## config.mk

```make
export PLATFORM = sky130hd
export DESIGN_NAME = fortuna_pool_feeder
export DESIGN_NICKNAME = d
export VERILOG_FILES = /design/src/rtl/fortuna_pool_feeder.sv
export SDC_FILE = /design/constraint.sdc
export NUM_CORES = 1
export LEC_CHECK = 0
export BUFFER_PORTS_ARGS = -buffer_cell sky130_fd_sc_hd__buf_2
export CAP_MARGIN = 30
export CELL_PAD_IN_SITES_DETAIL_PLACEMENT = 1
export CELL_PAD_IN_SITES_GLOBAL_PLACEMENT = 1
export CORE_AREA = 10 10 313 315
export CTS_BUF_LIST = sky130_fd_sc_hd__clkbuf_4 sky130_fd_sc_hd__clkbuf_8
export DETAILED_ROUTE_END_ITERATION = 10
export DIE_AREA = 0 0 323 325
export GPL_ROUTABILITY_DRIVEN = 0
export PLACE_DENSITY = 0.58
export SKIP_CTS_REPAIR_TIMING = 1
export SLEW_MARGIN = 20
export SYNTH_ARGS = -nofsm -noshare
export SYNTH_HDL_FRONTEND = slang
export SYNTH_SLANG_ARGS = --single-unit
```

## constraint.sdc

```tcl
create_clock -name clk -period 2.5 [get_ports clk]
set_input_delay 0.5 -clock clk [delete_from_list [all_inputs] [get_ports clk]]
set_output_delay 0.5 -clock clk [all_outputs]
set_load 0.02 [all_outputs]
```

## src/rtl/fortuna_pool_feeder.sv

```systemverilog
// Entropy pool feeder: packs 32 input bytes into a block, hands it to a double-SHA-256
// stage, and presents the digest as a reseed value with a valid/ready handshake.
module fortuna_pool_feeder #(
  parameter int unsigned TIMEOUT_CYCLES = 1023
) (
  input  logic         clk,
  input  logic         reset,
  input  logic         in_valid,
  input  logic [7:0]   in_data,
  output logic         in_ready,
  output logic         hash_init,
  output logic [255:0] hash_block,
  input  logic         hash_done,
  input  logic [255:0] hash_digest,
  output logic         seed_valid,
  output logic [255:0] seed,
  input  logic         seed_ready,
  output logic [31:0]  seed_count,
  output logic [5:0]   fill_level,
  output logic         timeout_err
);

  typedef enum logic [1:0] {StFill, StStart, StWait, StOut} state_e;

  localparam logic [9:0] TimeoutVal = 10'(TIMEOUT_CYCLES);

  state_e         state_q, state_d;
  logic [255:0]   pool_q, pool_d;
  logic [5:0]     fill_q, fill_d;
  logic [255:0]   seed_q, seed_d;
  logic [31:0]    count_q, count_d;
  logic [9:0]     wait_cnt_q, wait_cnt_d;
  logic           timeout_q, timeout_d;

  always_ff @(posedge clk) begin
    if (reset) begin
      state_q    <= StFill;
      pool_q     <= '0;
      fill_q     <= '0;
      seed_q     <= '0;
      count_q    <= '0;
      wait_cnt_q <= '0;
      timeout_q  <= 1'b0;
    end else begin
      state_q    <= state_d;
      pool_q     <= pool_d;
      fill_q     <= fill_d;
      seed_q     <= seed_d;
      count_q    <= count_d;
      wait_cnt_q <= wait_cnt_d;
      timeout_q  <= timeout_d;
    end
  end

  always_comb begin
    state_d    = state_q;
    pool_d     = pool_q;
    fill_d     = fill_q;
    seed_d     = seed_q;
    count_d    = count_q;
    wait_cnt_d = wait_cnt_q;
    timeout_d  = timeout_q;

    unique case (state_q)
      StFill: begin
        if (in_valid) begin
          // Shift left so the first byte ends up in the top byte lane.
          pool_d = {pool_q[247:0], in_data};
          fill_d = fill_q + 6'd1;
          if (fill_q == 6'd31) begin
            state_d = StStart;
          end
        end
      end
      StStart: begin
        wait_cnt_d = '0;
        state_d    = StWait;
      end
      StWait: begin
        wait_cnt_d = wait_cnt_q + 10'd1;
        if (hash_done) begin
          seed_d  = hash_digest;
          state_d = StOut;
        end else if (wait_cnt_q + 10'd1 == TimeoutVal) begin
          timeout_d = 1'b1;
          pool_d    = '0;
          fill_d    = '0;
          state_d   = StFill;
        end
      end
      StOut: begin
        if (seed_ready) begin
          if (count_q != 32'hFFFF_FFFF) begin
            count_d = count_q + 32'd1;
          end
          pool_d  = '0;
          fill_d  = '0;
          state_d = StFill;
        end
      end
      default: state_d = StFill;
    endcase
  end

  assign in_ready    = (state_q == StFill);
  assign hash_init   = (state_q == StStart);
  assign seed_valid  = (state_q == StOut);
  assign hash_block  = pool_q;
  assign seed        = seed_q;
  assign seed_count  = count_q;
  assign fill_level  = fill_q;
  assign timeout_err = timeout_q;

endmodule
```

# Word-level counts from Yosys, hierarchy flattened
# Cells that the tools add are included.
dict set report word_totals {
  regBits 563
  latch_bits 0
  ram_bits 0
  rom_bits 0
  inputBits 269
  elab_cells 48
  n_memories 0
}
dict set report op_classes {
  add_sub_neg 3
  multipliers 0
  div_mod_pow 0
  n_lt_le_gt_ge 0
  n_eq_ne 12
  shift 0
  muxes 17
  n_bitwise 1
  n_reduce_logical 8
}
# operator n
set op_table {}
lappend op_table {{$mux W256} 4}
lappend op_table {{$pmux W256 S3} 1}
lappend op_table {{$add A32 B1 Y32 const B} 1}
lappend op_table {{$ne A32 B32 Y1 const B} 1}
lappend op_table {{$mux W6} 4}
lappend op_table {{$pmux W10 S2} 1}
lappend op_table {{$pmux W6 S3} 1}
lappend op_table {{$add A10 B1 Y10 const B} 1}
lappend op_table {{$eq A10 B10 Y1 const B} 1}
lappend op_table {{$mux W2} 5}
lappend op_table {{$pmux W2 S4} 1}
lappend op_table {{$add A6 B1 Y6 const B} 1}
lappend op_table {{$eq A6 B5 Y1 const B} 1}
lappend op_table {{$ne A2 B2 Y1 const B} 3}
lappend op_table {{$reduce_and A3 Y1} 2}
lappend op_table {{$reduce_and A5 Y1} 1}
lappend op_table {{$eq A2 B2 Y1 const B} 2}
lappend op_table {{$ne A2 B1 Y1 const B} 2}
lappend op_table {{$reduce_and A4 Y1} 1}
lappend op_table {{$ne A3 B3 Y1 const B} 1}
lappend op_table {{$reduce_bool A3 Y1} 1}
lappend op_table {{$eq A2 B1 Y1 const B} 1}
lappend op_table {{$logic_not A2 Y1} 1}
lappend op_table {{$reduce_and A2 Y1} 1}
lappend op_table {{2 further kinds} 2}

# Depth between registers and ports, before layout
# Gate-level depths: netlist (run 1).
dict set report depth {
  ltp_word 5
  ltp_mapped 9
  mapped_depth_nobuf 7
}

# Worst setup path before layout (run 1)
# OpenSTA, ideal clock, no wires.
dict set report synth_path {
  path_kind {register to register}
  startpoint {reg state_q[0]}
  endpoint {reg pool_q[118] (netlist: hash_block[118])}
  setup_time_ns 0.132
  arrival_time_ns 2.113
  t_required_ns 2.368
  path_slack_ns 0.255
  path_stages_with_launch 10
  period_less_slack_ns 2.245
  cell_sequence {dfxtp_1 > inv_1 > ha_1 > nor2b_1 > nor3_2 > o2111ai_1 > clkbuf_1 > clkbuf_1 > o211ai_1 > a21oi_1}
}
dict set report synth_between {
  elab_chain_cells 3
}
# element line
set synth_rtl {}
lappend synth_rtl {{start: declaration} 27} ;# state_e state_q, state_d;
lappend synth_rtl {{start signal: assignment} 37} ;# state_q <= StFill;
lappend synth_rtl {{start signal: assignment} 45} ;# state_q <= state_d;
lappend synth_rtl {{$logic_not A2 Y1 (*)} -}
lappend synth_rtl {{via in_ready} 10} ;# output logic in_ready,
lappend synth_rtl {{$ne A2 B2 Y1 (no source line) or $reduce_bool A3 Y1 (tied branches)} -}
lappend synth_rtl {{$reduce_and A5 Y1 (no source line)} -}
lappend synth_rtl {{end signal: assignment} 46} ;# pool_q <= pool_d;
lappend synth_rtl {{end: declaration} 28} ;# logic [255:0] pool_q, pool_d;
# The timed path passes the listed nets; every way through them passes the cells marked *.
# A chain may end at the register's enable or synchronous reset.

# Worst setup path in the final report (run 1)
dict set report layout_path {
  startpoint {reg count_q[29] (netlist: seed_count[29])}
  endpoint {reg count_q[4] (netlist: seed_count[4])}
}
dict set report layout_between {
  elab_chain_cells 2
}
# element line
set layout_rtl {}
lappend layout_rtl {{start: declaration} 31} ;# logic [31:0] count_q, count_d;
lappend layout_rtl {{start signal: assignment} 49} ;# count_q <= count_d;
lappend layout_rtl {{$ne A32 B32 Y1} 93} ;# if (count_q != 32'hFFFF_FFFF) begin
lappend layout_rtl {{$reduce_and A3 Y1 (no source line)} -}
# No other way between the ends.

==> impl_metrics.json, run 1 <==
{
  "start_kind": "register",
  "coreArea_mm2": 0.0914,
  "floorplan.die_area_mm2": 0.105,
  "maxCapViolCount": 0,
  "cp_data_required_time_ns": 3.11,
  "whs_ns": 0.0285,
  "run_status": "finished, final reports clean",
  "gr-usage-all-layers_pct": 20.7,
  "finalSetupViolations": 0,
  "floorplan.die.height_um": 325,
  "tritoncts_num_sinks": 563,
  "clkSlewWorstSetupHoldPaths_ns": 0.06,
  "postSynthCellCount": 2683,
  "h-tree-depth": 3,
  "design.final.nets": 3934,
  "most-common-layout-cells": "821 x sky130_fd_sc_hd__buf_2, 563 x sky130_fd_sc_hd__dfxtp_1, 537 x sky130_fd_sc_hd__nand2_1, 528 x sky130_fd_sc_hd__a21oi_1, 264 x sky130_fd_sc_hd__nand4_1",
  "vdd_ir_drop_max_mv": 0.411,
  "synth_enable_flop_cells": 0,
  "postSynthRegisterBits": 563,
  "power.switching_fraction_pct": 23.6,
  "worstPathMaxFanout": 6,
  "most_common_cell_after_layout_fill_and_taps_aside": "sky130_fd_sc_hd__buf_2",
  "route.detailed.drc": 0,
  "design.portCount": 823,
  "share_clk_of_total_power_pct": 50.2,
  "max_freq_mhz": 423,
  "power_frac_comb_pct": 5.1,
  "total_half_perimeter_wirelength_after_legalization_and_detailed_placement_um": 84300,
  "totalWireLength_um": 118000,
  "finalHoldViolCount": 0,
  "grt-ovfl-total": 0,
  "hold_class": "in2reg",
  "synth.cell_area_mm2": 0.0223,
  "placedCellCount": 4497,
  "synth_warnings": 0,
  "critical_path_origin": "seed_count[29]$_SDFFE_PP0P_",
  "drt_pre_antenna_iters": 6,
  "critical_path_class": "reg2reg",
  "post-synth-top-area-cell": "sky130_fd_sc_hd__dfxtp_1",
  "clockRootBuffer": "sky130_fd_sc_hd__clkbuf_8",
  "n_fill_cell": 11000,
  "synth_seq_area_share_pct": 50.6,
  "p_int_w": 0.0154,
  "fin_crit_sh_pct": 94.5,
  "placed_instance_area_mm2": 0.0280,
  "vias_per_cell": 5.04,
  "power.density_cell_area_mw_per_mm2": 613,
  "row_count": 111,
  "max_slew.worst_pin.slew_ns": 0.644,
  "reported_leakage_power_nw": 13.1,
  "grt_antenna_before_repair": 21,
  "netlist-cell-type-count": 62,
  "worst_slew_margin_rel_pct": 57.1,
  "postSynth.topFlopCell": "sky130_fd_sc_hd__dfxtp_1",
  "post_route_cells_drive_above_1_share_pct": 30.6,
  "die_x_um": 323,
  "number_of_buffers_inserted_during_clock_tree_synthesis": 107,
  "critPathCaptureType": "register",
  "detail-route-antenna-nets": 0,
  "initialDrtViolationCount": 1879,
  "maxSlewViolCount": 0,
  "worstSkewPairLatency_ns": 0.75,
  "async_reset_ff_share_pct": 0,
  "grt_setup_unrepaired": "no",
  "finalNonFillerCells": 4953,
  "post_synth_main_area_contributors": "sky130_fd_sc_hd__dfxtp_1 51%, sky130_fd_sc_hd__a21oi_1 12%, sky130_fd_sc_hd__nand2_1 9.1%",
  "synthDominantCellAreaShare_pct": 50.6,
  "vias": 25000,
  "grt_pass1_wl_um": 166000,
  "first_global_vias": 23600,
  "switchingPower_w": 0.00476,
  "critical_path_arrival_ns": 2.98,
  "cts_tree": "built",
  "grt_max_degree": 123,
  "clock_tree.buffer_depth": 3,
  "fin_skew_ns": 0.0275,
  "post_route_cell_area_mm2": 0.0329,
  "initial_standard_cell_utilization_of_the_core_pct": 24.4,
  "r2r_start": "seed_count[29]$_SDFFE_PP0P_",
  "areaGrowthSynthToFinish_pct": 47.5,
  "timing.hold.worst.start": "hash_digest[208]",
  "register_area_mm2": 0.0113,
  "postSynthNetCount": 2960,
  "avg_wl_per_cell_um": 23.9,
  "min_period_ns": 2.36,
  "finalSetupTns_ns": 0,
  "multi_input_area_mm2": 0.00982,
  "post_synth.cell_area_avg_um2": 8.30,
  "numPortBuffers": 822,
  "seqPwrFrac_pct": 44.8
}
-- per-stage QoR --
step | total power [W] | setup slack, ns | utilization (%)
after floorplan | 0.00948 | 0.255 | -
after CTS | 0.0201 | 0.0844 | 33.2
final | 0.0201 | 0.138 | 36.0
after detailed placement | 0.00989 | 0.124 | 30.6
after global routing | 0.0209 | 0.00657 | 35.9
after global placement | 0.00989 | 0.136 | 30.6
-- power by group through the flow --
stage               combinational [W]  sequential (W)  clock, W
CTS                          0.000687         0.00901    0.0104
floorplan                    0.000264         0.00922         0
global placement             0.000682         0.00920         0
detailed placement           0.000684         0.00920         0
global route                  0.00110         0.00901    0.0108
finish                        0.00102         0.00901    0.0101
-- cell type report --
class	count	share of cell area, %
clock buffers	184	6.95
diodes	26	0.198
inverters	13	0.194
clock inverters	9	0.305
repair buffers	1163	23.7
multi-input cells	1809	29.9
flip-flops and latches	563	34.3
well taps	1186	4.52
-- cells in the mapped netlist (9+ instances only) --
library cell                 n
sky130_fd_sc_hd__o211ai_1  256
sky130_fd_sc_hd__nand3_1    19
sky130_fd_sc_hd__clkbuf_1  252
sky130_fd_sc_hd__dfxtp_1   563
sky130_fd_sc_hd__nand2_1   539
sky130_fd_sc_hd__nor4_1      9
sky130_fd_sc_hd__buf_2      25
sky130_fd_sc_hd__inv_1      12
sky130_fd_sc_hd__a21oi_1   528
sky130_fd_sc_hd__nand4_1   264
sky130_fd_sc_hd__buf_4      13
sky130_fd_sc_hd__nor3_1     10
sky130_fd_sc_hd__o21ai_0    12
sky130_fd_sc_hd__xnor2_1    14
sky130_fd_sc_hd__nor2_1     43
-- worst max-delay path: stages (launching register included) --
cell	delay [ns]
sky130_fd_sc_hd__dfxtp_1	0.43
sky130_fd_sc_hd__nand4_1	0.44
sky130_fd_sc_hd__or4_4	0.69
sky130_fd_sc_hd__o311ai_0	0.44
sky130_fd_sc_hd__xnor2_1	0.18
sky130_fd_sc_hd__nor2_1	0.06
-- worst paths after layout --
check,cells after the start,slack [ns],end
max,5,0.14,seed_count[4]$_SDFFE_PP0P_
max reg2reg,5,0.14,seed_count[4]$_SDFFE_PP0P_
min reg2reg,2,0.45,seed[137]$_SDFFE_PP0P_
min,3,0.03,seed[208]$_SDFFE_PP0P_
-- cell families after synthesis --
kind of cell / synth area share, %
flops: 50.6
xor+xnor: 0.590
simple gates: 19.7
mux: 0.343
compound gates: 22.7
buf+inv: 5.67
fa+ha+maj: 0.449
-- flip-flops by register name, summed over array words and instances, names as in the netlist --
name         cells
timeout_err      1
wait_cnt_q      10
state_q          2
seed           256
seed_count      32
fill_level       6
hash_block     256
-- per-layer routing --
layer  share of wire, %  track usage [%]
met2                 48             34.0
met3                7.3             6.77
met1                 42             25.6
met4                2.7             5.47
met5              0.015                0
No activity file was read; power rests on OpenSTA's default activity.
==> run 2: changes to the inputs <==
--- a/config.mk
+++ b/config.mk
@@ -10,10 +10,10 @@
 export CELL_PAD_IN_SITES_DETAIL_PLACEMENT = 1
 export CELL_PAD_IN_SITES_GLOBAL_PLACEMENT = 1
 export CORE_AREA = 10 10 313 315
-export CTS_BUF_LIST = sky130_fd_sc_hd__clkbuf_4 sky130_fd_sc_hd__clkbuf_8
 export DETAILED_ROUTE_END_ITERATION = 10
 export DIE_AREA = 0 0 323 325
 export GPL_ROUTABILITY_DRIVEN = 0
+export MAX_ROUTING_LAYER = met4
 export PLACE_DENSITY = 0.58
 export SKIP_CTS_REPAIR_TIMING = 1
 export SLEW_MARGIN = 20
==> run 2 against run 1 <==
  * Non-clock buffer count shrank 237
  * Total power shrank 1.9%
  * Sequential share of layout area grew 2.9 points
  * Routed wire length shrank 3.5%
  * Worst setup slack lost 0.033 ns
  * Hold slack gained 0.10 ns
  * Clock-buffer cell count shrank 80
  * Via count shrank 6.1%
  * Critical endpoint unchanged
==> impl_metrics.json, run 2 (synthesized netlist as in run 1, its figures left out) <==
{
  "run_status": "finished, final reports clean",
  "finalSetupViolations": 0,
  "vias_per_cell": 5.06,
  "start_kind": "register",
  "grt_antenna_before_repair": 21,
  "maxCapViolCount": 0,
  "grt_max_degree": 123,
  "most_common_cell_after_layout_fill_and_taps_aside": "sky130_fd_sc_hd__buf_2",
  "initial_standard_cell_utilization_of_the_core_pct": 24.4,
  "power.density_cell_area_mw_per_mm2": 652,
  "vias": 23400,
  "postLayoutCoreUtil_pct": 33.1,
  "worst-r2r-cell-count": 5,
  "r2r_setup_slack_ns": 0.10,
  "drt_pre_antenna_iters": 5,
  "h-tree-depth": 3,
  "finalSetupTns_ns": 0,
  "grt_setup_unrepaired": "no",
  "worstPathMaxFanout": 6,
  "reported_leakage_power_nw": 12.0,
  "fin_crit_sh_pct": 95.8,
  "die_x_um": 323,
  "first_global_vias": 23400,
  "design.final.nets": 3660,
  "hold_class": "in2reg",
  "post_route_cells_drive_above_1_share_pct": 30.6,
  "row_count": 111,
  "numPortBuffers": 822,
  "min_period_ns": 2.40,
  "gr-usage-all-layers_pct": 21.1,
  "floorplan.die_area_mm2": 0.105,
  "clockRootBuffer": "sky130_fd_sc_hd__clkbuf_16",
  "worstReg2RegEnd": "seed_count[4]$_SDFFE_PP0P_",
  "totalWireLength_um": 114000,
  "floorplan.die.height_um": 325,
  "maxSlewViolCount": 0,
  "cts_tree": "built",
  "clock_tree.buffer_depth": 3,
  "total_half_perimeter_wirelength_after_legalization_and_detailed_placement_um": 84300,
  "critical_path_arrival_ns": 2.88,
  "most-common-layout-cells": "821 x sky130_fd_sc_hd__buf_2, 563 x sky130_fd_sc_hd__dfxtp_1, 537 x sky130_fd_sc_hd__nand2_1, 528 x sky130_fd_sc_hd__a21oi_1, 264 x sky130_fd_sc_hd__nand4_1",
  "amount_of_wire_on_met2_after_detailed_routing_um": 54200,
  "max_freq_mhz": 417,
  "route.detailed.drc": 0,
  "met3WireLength_um": 7680,
  "cp_data_required_time_ns": 2.98,
  "r2r_start": "seed_count[29]$_SDFFE_PP0P_",
  "avg_wl_per_cell_um": 24.6,
  "clkSlewWorstSetupHoldPaths_ns": 0.06,
  "tritoncts_num_sinks": 563,
  "worstSkewPairLatency_ns": 0.60,
  "critical_path_class": "reg2reg",
  "fin_skew_ns": 0.0302,
  "wl_met1_um": 49500,
  "grt-ovfl-total": 0,
  "max_slew.worst_pin.slew_ns": 0.668,
  "critPathCaptureType": "register",
  "crit_path_end": "seed_count[4]$_SDFFE_PP0P_",
  "design.portCount": 823,
  "worst_slew_margin_rel_pct": 55.4,
  "finalHoldViolCount": 0,
  "vdd_ir_drop_max_mv": 0.432,
  "initialDrtViolationCount": 1810,
  "number_of_buffers_inserted_during_clock_tree_synthesis": 70,
  "coreArea_mm2": 0.0914,
  "critical_path_origin": "seed_count[29]$_SDFFE_PP0P_",
  "routed.top_layer": "met4",
  "n_fill_cell": 11000,
  "grt_pass1_wl_um": 166000,
  "detail-route-antenna-nets": 0,
  "areaGrowthSynthToFinish_pct": 36.0
}
run 2: area by class of cell:
class	count	area (um2)	area share (%)
inverters	13	63.8	0.211
clock buffers	104	2000	6.60
flip-flops and latches	563	11300	37.2
repair buffers	926	5400	17.8
well taps	1186	1480	4.90
diodes	15	37.5	0.124
multi-input cells	1809	9820	32.4
clock inverters	16	218	0.719
run 2: worst min path at each step:
| stage | startpoint | end | slack (ns) | depth (start not counted) |
|---|---|---|---|---|
| final | hash_digest[217] | seed[217]$_SDFFE_PP0P_ | 0.13 | 3 |
| after global routing | hash_digest[216] | seed[216]$_SDFFE_PP0P_ | 0.08 | 3 |
| after CTS | hash_digest[216] | seed[216]$_SDFFE_PP0P_ | 0.07 | 3 |
| after detailed placement | seed[111]$_SDFFE_PP0P_ | seed[111]$_SDFFE_PP0P_ | 0.44 | 2 |
| after global placement | seed[15]$_SDFFE_PP0P_ | seed[15]$_SDFFE_PP0P_ | 0.44 | 2 |
| after floorplan | wait_cnt_q[7]$_SDFFE_PP0P_ | wait_cnt_q[7]$_SDFFE_PP0P_ | 0.46 | 2 |
run 2: report_power, final:
| group | internal [W] | switching [W] |
|---|---|---|
| clock network | 0.00594 | 0.00412 |
| logic | 0.000252 | 0.000436 |
| registers | 0.00899 | 0.0000179 |
| total | 0.0152 | 0.00457 |
run 2: metrics by stage:
stage	hold WS, ns	power, W	cells	setup slack, ns	area, um2
finish	0.130	0.0198	4632	0.105	30300
global placement	0.439	0.00989	4497	0.136	28000
global route	0.0831	0.0205	4631	0.00227	30300
detailed placement	0.443	0.00989	4497	0.124	28000
floorplan	0.458	0.00948	2683	0.255	22300
CTS	0.0744	0.0201	4617	0.0927	30200
run 2: worst max-delay path, cell delays in order (launching register included):
cell and delay, ns:
sky130_fd_sc_hd__dfxtp_1 0.43, sky130_fd_sc_hd__nand4_1 0.48, sky130_fd_sc_hd__or4_4 0.71, sky130_fd_sc_hd__o311ai_0 0.44, sky130_fd_sc_hd__xnor2_1 0.18, sky130_fd_sc_hd__nor2_1 0.06
run 2: per-layer routing:
metal / GRT usage, % / up-vias
met5: - / -
met2: 33.9 / 620
li1: - / 11100
met1: 25.9 / 11600
met4: 5.69 / 0
met3: 5.74 / 143
==> run 3: changes to the inputs <==
--- a/config.mk
+++ b/config.mk
@@ -5,7 +5,7 @@
 export SDC_FILE = /design/constraint.sdc
 export NUM_CORES = 1
 export LEC_CHECK = 0
-export BUFFER_PORTS_ARGS = -buffer_cell sky130_fd_sc_hd__buf_2
+export BUFFER_PORTS_ARGS = -buffer_cell sky130_fd_sc_hd__clkbuf_2
 export CAP_MARGIN = 30
 export CELL_PAD_IN_SITES_DETAIL_PLACEMENT = 1
 export CELL_PAD_IN_SITES_GLOBAL_PLACEMENT = 1
==> run 3 against run 2 <==
  * First-iteration DRC count decreased by 1.9%
  * Global-route usage about the same
  * Critical path type unchanged
  * Combinational power decreased by 1%
  * Maximum frequency decreased by 2.2%
  * Highest routed layer unchanged
  * Cell count increased by 0.22%
==> impl_metrics.json, run 3 (synthesized netlist as in run 1, its figures left out) <==
{
  "run_status": "finished, final reports clean",
  "cp_data_required_time_ns": 2.99,
  "first_global_vias": 23600,
  "grt_antenna_before_repair": 11,
  "maxSlewViolCount": 0,
  "n_fill_cell": 11100,
  "critical_path_depth": 7,
  "vias_per_cell": 5.09,
  "critical_path_origin": "seed_count[0]$_SDFFE_PP0P_",
  "dp_worst_setup_slack_ns": -0.126,
  "reported_leakage_power_nw": 11.6,
  "design.portCount": 823,
  "total_power_w": 0.0202,
  "worstPathMaxFanout": 5,
  "postLayoutSetupSlackWorst_ns": 0.0513,
  "grt_pass1_wl_um": 165000,
  "post_route_cell_area_mm2": 0.0305,
  "critPathBufInv": 1,
  "cpMostUsedCell": "sky130_fd_sc_hd__nand3_1",
  "vias": 23600,
  "postLayoutCoreUtil_pct": 33.3,
  "critical_path_class": "reg2reg",
  "avg_wl_per_cell_um": 24.5,
  "detail-route-antenna-nets": 0,
  "totalWireLength_um": 114000,
  "tritoncts_num_sinks": 563,
  "timing.hold.worst.start": "hash_digest[243]",
  "post_route_cells_drive_above_1_share_pct": 31.1,
  "worst_slew_margin_rel_pct": 51.1,
  "multi_input_area_mm2": 0.00983,
  "max_freq_mhz": 408,
  "coreArea_mm2": 0.0914,
  "clockRootBuffer": "sky130_fd_sc_hd__clkbuf_16",
  "hold_class": "in2reg",
  "clock_tree.buffer_depth": 3,
  "maxCapViolCount": 0,
  "clkSlewWorstSetupHoldPaths_ns": 0.06,
  "crit_path_top_delay_cell": "sky130_fd_sc_hd__nor4_2",
  "areaGrowthSynthToFinish_pct": 36.7,
  "row_count": 111,
  "start_kind": "register",
  "register_area_mm2": 0.0113,
  "slowest_delay_ns": 0.56,
  "most_common_cell_after_layout_fill_and_taps_aside": "sky130_fd_sc_hd__clkbuf_2",
  "number_of_buffers_inserted_during_clock_tree_synthesis": 72,
  "critPathCaptureType": "register",
  "route.detailed.drc": 0,
  "grt_max_degree": 138,
  "vdd_ir_drop_max_mv": 0.495,
  "design.final.nets": 3673,
  "die_x_um": 323,
  "critical_path.cell_chain": "ha_1 > and3_1 > nand3_1 > nor4_2 > buf_4 > nand3_1 > mux2_2",
  "holdPathStages": 3,
  "grt-ovfl-total": 0,
  "max_slew.worst_pin.slew_ns": 0.734,
  "worst-r2r-cell-count": 7,
  "timing.critical_path.max_delay_family": "simple AND/OR/NAND/NOR gates",
  "critical_path_arrival_ns": 2.94,
  "floorplan.die.height_um": 325,
  "finalHoldViolCount": 0,
  "most-common-layout-cells": "821 x sky130_fd_sc_hd__clkbuf_2, 562 x sky130_fd_sc_hd__dfxtp_1, 537 x sky130_fd_sc_hd__nand2_1, 528 x sky130_fd_sc_hd__a21oi_1, 264 x sky130_fd_sc_hd__nand4_1",
  "drt_pre_antenna_iters": 5,
  "numPortBuffers": 822,
  "grt_setup_unrepaired": "yes",
  "initial_standard_cell_utilization_of_the_core_pct": 24.4,
  "cts_tree": "built",
  "finalSetupViolations": 0,
  "worstSkewPairLatency_ns": 0.61,
  "whs_ns": 0.111,
  "initialDrtViolationCount": 1776,
  "fin_skew_ns": 0.0224,
  "total_half_perimeter_wirelength_after_legalization_and_detailed_placement_um": 84300,
  "placed_instance_area_mm2": 0.0280,
  "r2r_start": "seed_count[0]$_SDFFE_PP0P_",
  "fin_crit_sh_pct": 97.9,
  "gr-usage-all-layers_pct": 21.1,
  "min_period_ns": 2.45,
  "floorplan.die_area_mm2": 0.105,
  "power.density_cell_area_mw_per_mm2": 663,
  "h-tree-depth": 3
}
[run 3: changes by cell type in the layout (fill, tap and decap cells not counted), moves of 3 or more]
| cell | change |
|---|---|
| sky130_fd_sc_hd__inv_6 | +3 |
| sky130_fd_sc_hd__buf_2 | -821 |
| sky130_fd_sc_hd__diode_2 | -4 |
| sky130_fd_sc_hd__clkbuf_1 | -9 |
| sky130_fd_sc_hd__buf_4 | +16 |
| sky130_fd_sc_hd__buf_6 | -3 |
| sky130_fd_sc_hd__clkbuf_2 | +821 |
[run 3: final cells by class]
cell class	instances	share of cell area, %
Multi-Input combinational cell	1809	32.3
Timing Repair Buffer	937	17.9
Clock buffer	99	6.71
Clock inverter	24	1.00
Sequential cell	563	37.0
Antenna cell	11	0.0904
Inverter	13	0.209
Tap cell	1186	4.87
[run 3: worst min-delay path, stage by stage]
cell	delay, ns
sky130_fd_sc_hd__clkbuf_2	0.08
sky130_fd_sc_hd__nand2_1	0.04
sky130_fd_sc_hd__a21oi_1	0.05
[run 3: metal layers]
layer,GRT usage (%),share of wire [%],vias to the layer above
met5,-,0,-
met2,33.7,47,649
met3,5.32,6.3,143
met1,25.8,43,11700
met4,6.88,2.9,0
li1,-,-,11100
[run 3: through the flow]
stage | cells | setup TNS, ns
5_1_grt | 4639 | -0.0133
3_5_place_dp | 4506 | -0.219
3_3_place_gp | 4506 | -0.142
6_report | 4642 | 0
4_1_cts | 4629 | -0.247
2_1_floorplan | 2683 | 0
[run 3: worst paths after layout]
path | to | slack [ns]
max reg2reg | seed_count[30]$_SDFFE_PP0P_ | 0.05
min reg2reg | seed[197]$_SDFFE_PP0P_ | 0.45
max | seed_count[30]$_SDFFE_PP0P_ | 0.05
min | seed[243]$_SDFFE_PP0P_ | 0.11
[run 3: report_power, final]
part           switching, W  leakage, nW  total [W]  internal [W]
Clock               0.00417         1.16     0.0105       0.00633
Combinational      0.000434         5.93   0.000681      0.000247
Sequential        0.0000186         4.54    0.00901       0.00899
